File: src/rtl/periph_pkg.sv
// Shared constants for the memory-mapped peripherals on the MIPS data bus.
// Register offsets are byte offsets inside the peripheral window.
package periph_pkg;

   localparam logic [31:0] DEF_BASE_ADDR = 32'h4000_0000;

   localparam logic [4:0] TIMER_TH      = 5'h00;
   localparam logic [4:0] TIMER_TL      = 5'h04;
   localparam logic [4:0] TIMER_TCON    = 5'h08;
   localparam logic [4:0] TIMER_SYSTICK = 5'h14;

   localparam int TCON_EN = 0;
   localparam int TCON_IE = 1;
   localparam int TCON_IS = 2;

   // Word-aligned offset inside the 32-byte window; byte lanes are ignored.
   function automatic logic [4:0] word_off(input logic [31:0] rel);
      return {rel[4:2], 2'b00};
   endfunction

endpackage

File: src/rtl/timer_prescaler.sv
// Divides the core clock into timer ticks; counts only while enabled and
// holds at zero otherwise.
module timer_prescaler #(
   parameter int PRESCALE = 1
) (
   input  logic clk,
   input  logic reset,
   input  logic en,
   output logic tick
);

   generate
      if (PRESCALE <= 1) begin : g_bypass
         logic w_unused;
         assign w_unused = clk ^ reset;
         assign tick     = en;
      end else begin : g_div
         localparam int CW = $clog2(PRESCALE);
         localparam logic [CW-1:0] LAST = CW'(PRESCALE - 1);

         logic [CW-1:0] r_cnt;

         always_ff @(posedge clk) begin
            if (reset || !en)
               r_cnt <= '0;
            else if (r_cnt == LAST)
               r_cnt <= '0;
            else
               r_cnt <= r_cnt + 1'b1;
         end

         assign tick = en && (r_cnt == LAST);
      end
   endgenerate

endmodule

File: src/rtl/peripheral_timer.sv
// Interval timer with reload, sticky interrupt flag and free-running SYSTICK,
// sitting on the MIPS data bus beside data memory.
module peripheral_timer
   import periph_pkg::*;
#(
   parameter logic [31:0] BASE_ADDR = DEF_BASE_ADDR,
   parameter int          PRESCALE  = 1
) (
   input  logic        clk,
   input  logic        reset,
   input  logic        MemRd,
   input  logic        MemWr,
   input  logic [31:0] addr,
   input  logic [31:0] wdata,
   output logic [31:0] rdata,
   output logic        sel,
   output logic        irqout
);

   logic [31:0] r_th;
   logic [31:0] r_tl;
   logic [31:0] r_systick;
   logic        r_en;
   logic        r_ie;
   logic        r_is;

   logic [31:0] w_rel;
   logic [4:0]  w_off;
   logic        w_unused;
   logic        w_wr;
   logic        w_wr_th;
   logic        w_wr_tl;
   logic        w_wr_tcon;
   logic        w_tick;
   logic        w_ovf;
   logic        w_is_kept;

   // Subtracting the base keeps the window check correct for any word-aligned base.
   assign w_rel    = addr - BASE_ADDR;
   assign sel      = (w_rel[31:5] == '0);
   assign w_off    = word_off(w_rel);
   assign w_unused = ^w_rel[1:0];

   assign w_wr      = MemWr & sel;
   assign w_wr_th   = w_wr & (w_off == TIMER_TH);
   assign w_wr_tl   = w_wr & (w_off == TIMER_TL);
   assign w_wr_tcon = w_wr & (w_off == TIMER_TCON);

   timer_prescaler #(
      .PRESCALE (PRESCALE)
   ) u_prescaler (
      .clk   (clk),
      .reset (reset),
      .en    (r_en),
      .tick  (w_tick)
   );

   // A software write to TL in the same cycle suppresses both reload and IS set.
   assign w_ovf     = w_tick & (r_tl == 32'hFFFF_FFFF) & ~w_wr_tl;
   assign w_is_kept = w_wr_tcon ? (r_is & wdata[TCON_IS]) : r_is;

   always_ff @(posedge clk) begin
      if (reset)
         r_th <= '0;
      else if (w_wr_th)
         r_th <= wdata;
   end

   always_ff @(posedge clk) begin
      if (reset)
         r_tl <= '0;
      else if (w_wr_tl)
         r_tl <= wdata;
      else if (w_tick)
         r_tl <= w_ovf ? r_th : r_tl + 32'd1;
   end

   always_ff @(posedge clk) begin
      if (reset) begin
         r_en <= 1'b0;
         r_ie <= 1'b0;
      end else if (w_wr_tcon) begin
         r_en <= wdata[TCON_EN];
         r_ie <= wdata[TCON_IE];
      end
   end

   // An overflow in the clearing cycle wins so no interrupt is lost.
   always_ff @(posedge clk) begin
      if (reset)
         r_is <= 1'b0;
      else
         r_is <= w_is_kept | (w_ovf & r_ie);
   end

   always_ff @(posedge clk) begin
      if (reset)
         r_systick <= '0;
      else
         r_systick <= r_systick + 32'd1;
   end

   always_comb begin
      rdata = '0;
      if (MemRd && sel) begin
         case (w_off)
            TIMER_TH:      rdata = r_th;
            TIMER_TL:      rdata = r_tl;
            TIMER_TCON:    rdata = {29'd0, r_is, r_ie, r_en};
            TIMER_SYSTICK: rdata = r_systick;
            default:       rdata = '0;
         endcase
      end
   end

   assign irqout = r_ie & r_is;

endmodule

File: config.mk
export PLATFORM = sky130hd
export DESIGN_NAME = peripheral_timer
export DESIGN_NICKNAME = d
export VERILOG_FILES = /design/src/rtl/periph_pkg.sv /design/src/rtl/timer_prescaler.sv /design/src/rtl/peripheral_timer.sv
export SDC_FILE = /design/constraint.sdc
export NUM_CORES = 1
export LEC_CHECK = 0
export CAP_MARGIN = 20
export CORE_MARGIN = 2
export CORE_UTILIZATION = 54
export CTS_CLUSTER_SIZE = 40
export DETAILED_ROUTE_END_ITERATION = 12
export PLACE_DENSITY = 0.79
export SYNTH_ARGS = -nofsm -noshare
export SYNTH_HDL_FRONTEND = slang
export SYNTH_HIERARCHICAL = 1
export SYNTH_SLANG_ARGS = --single-unit
File: constraint.sdc
create_clock -name clk -period 3.3 [get_ports clk]
set_clock_uncertainty 0.15 [all_clocks]
set_input_delay 0.33 -clock clk [delete_from_list [all_inputs] [get_ports clk]]
set_output_delay 0.33 -clock clk [all_outputs]
set_load 0.02 [all_outputs]
==> metrics.cfg <==
[placed_design]
dp_hpwl_microns=12800
pre_cts_ws_ns=-0.0262
placed_cells=976
globalplace.congestion=0.916
io_buffer_count=99

[synth]
yosysSeqAreaShare=0.342
yosys.area.top_type=dfxtp_1
synth_fp_nets=838
synth-async-reset-ratio=0
synth_warnings=6
synth_top_area_frac=0.342
synth_area_per_cell_sq_um=7.55
synthCells=768
synthFlopType=dfxtp_1
synth_area_leaders=dfxtp_1, nand2_1, nor2_1, a21oi_1, mux2_2
syn_area_sq_um=5800
synth_edf_count=0
synth.distinct_cells=59
ys_ff_latch=99

[min_path]
worstHoldPathType=in2reg
hp-start=reset

[worst_setup_path]
arrival_ns=2.59
critPathLaunchType=primary input
critPathMaxFanout=2
crit_type=in2out
critical_path.endpoint_type=output port
timing.critical_path.from=addr[14]
reg2reg_from=r_tl[19]
required_ns=2.82

[clocking]
cts_sinks=99
clk_path_buf_depth=2
cts-root-buf=clkbuf_8
cts.clk_slew.worst_paths_ns=0.10
tritoncts=yes
cts_made_buffers=9
cts_setup_buffers=0
htree_num_levels=3
clk_latency_ns=0.36

[die]
ios=102
die_h_microns=108
placementRows=37
initial_core_util=0.559
dieArea_sq_um=11600
die_w_microns=108
core_area_sq_um=10400

[drt]
post_drt_wl_per_cell_microns=18.8
drc_errors=0
drt_iter0_markers=632
ant_nets=0
postRouteWirelength_microns=18700
dr.pass1.iters=5
via_count=6293
drt-vias-per-instance=6.34

[sta]
fin_crit_sh=0.931
hold_slack_ns=0.225
rsz0062_at_grt=false
tightest_slew_ns=0.927
max_freq_mhz=325
maxSlewHeadroom=0.382
period_needed_ns=3.07
setup_ws_ns=0.228
setup_viol=0
slew_viol_final=0
finalHoldViolCount=0

[power_and_ir_drop]
p_int_uw=1580
switchingPower_uw=528
static-leakage-power_uw=0.00266
comb_power_share=0.082
p_total_uw=2110
clock_power_share=0.350
p_seq_frac=0.568
ir_drop_uv=200
swShare=0.250
power.density_nw_per_um2=296

[layout]
drive_gt1_frac=0.0970
area_growth_pct=23.1
fin_nets=921
diodes=0
instances_no_fill=992

[status]
status=finished, final reports clean

[grt]
grt-ovfl-total=0
grt_pass1_vias=5991
grt_max_degree=86
grt_pass1_wl_microns=29700
antenna_found_initial=0
track_usage=0.322

[job]
max_cap_violations=0

==> state kept, by name, indices dropped and copies added (netlist names) <==
| register | flops |
|---|---|
| r_tl | 32 |
| r_ie | 1 |
| r_th | 32 |
| r_is | 1 |
| r_systick | 32 |
| r_en | 1 |
==> repair_timing <==
| item | CTS | global route |
|---|---|---|
| gates resized for setup | 17 | 12 |
| hold buffers | 0 | 0 |
| setup endpoints to repair | 17 | 12 |
==> synthesized netlist by cell type, drive strengths merged (3+ instances only) <==
library cell / number
nand2: 121
dfxtp: 99
nor2: 90
a21oi: 66
clkbuf: 43
a22oi: 32
o21ai: 29
mux2: 25
nand3: 25
nand4: 22
nor4: 18
or3: 18
xnor2: 18
xor2: 14
and3: 13
buf: 12
inv: 12
nor3: 12
mux2i: 10
a31oi: 9
and4: 9
a311oi: 7
and2: 7
o211ai: 7
a211oi: 6
nor2b: 4
o21a: 4
a22o: 3
o22ai: 3
==> power groups by stage <==
stage | Combinational, uW | Sequential, uW | Clock, uW
after floorplan | 54.7 | 1230 | 0
after global placement | 166 | 1230 | 0
after detailed placement | 169 | 1230 | 0
after CTS | 170 | 1200 | 745
after global routing | 180 | 1200 | 796
final | 173 | 1200 | 739
==> per-stage QoR <==
stage / util / instance area, sq um / TNS (ns)
3_3_place_gp: 0.670 / 6950 / 0
5_1_grt: 0.688 / 7130 / 0
4_1_cts: 0.685 / 7100 / 0
2_1_floorplan: - / 5800 / 0
3_5_place_dp: 0.670 / 6950 / -0.165
6_report: 0.688 / 7130 / 0
==> cells in the final DEF, fill, tap and decap left out, types with 14 or more instances in the layout <==
cell type,Yosys,layout
dfxtp_1,99,99
a21oi_1,66,66
xor2_1,14,14
xnor2_1,18,18
nand3_1,25,25
clkdlybuf4s50_1,0,69
nand2_1,121,121
nor4_1,15,15
dlygate4sd2_1,0,17
nor2_1,90,89
buf_4,2,27
nand4_1,21,21
a22oi_1,32,32
o21ai_0,26,26
mux2_2,25,25
or3_1,18,18
==> worst paths after layout <==
kind | to | slack, ns | cells after the start
hold reg to reg | r_th[11] | 0.32 | 2
setup reg to reg | r_tl[19] | 0.42 | 6
setup / recovery | rdata[2] | 0.23 | 9
hold / removal | r_tl[26] | 0.23 | 4
==> worst max-delay path, stage by stage <==
cell             delay, ns
clkdlybuf4s50_1       0.45
nor4_1                0.32
nand4_1               0.17
nor2_1                0.17
nand3_1               0.12
buf_4                 0.15
a21oi_1               0.13
and2_1                0.14
clkdlybuf4s50_1       0.62
==> per-layer routing <==
layer	track usage	wire (microns)	up-vias	share of wire
li1	-	-	2918	-
met3	0.0545	1840	60	0.099
met5	0	0	-	0
met4	0.120	595	0	0.032
met2	0.529	8630	357	0.46
met1	0.424	7600	2958	0.41
==> logic make-up after synthesis <==
| family | share of synthesized area |
|---|---|
| compound gates | 0.198 |
| buf+inv | 0.0499 |
| fa+ha+maj | 0.00432 |
| mux | 0.0658 |
| flops | 0.342 |
| xor+xnor | 0.0483 |
| simple gates | 0.292 |
==> area by class of cell <==
cell class                      count  area [sq um]
Tap cell                          136           170
Clock inverter                      5          37.5
Multi-Input combinational cell    600          3530
Clock buffer                       11           141
Sequential cell                    99          1980
Inverter                           14          52.6
Fill cell                         857          3240
Timing Repair Buffer              127          1220
No activity file was read; power rests on OpenSTA's default activity.
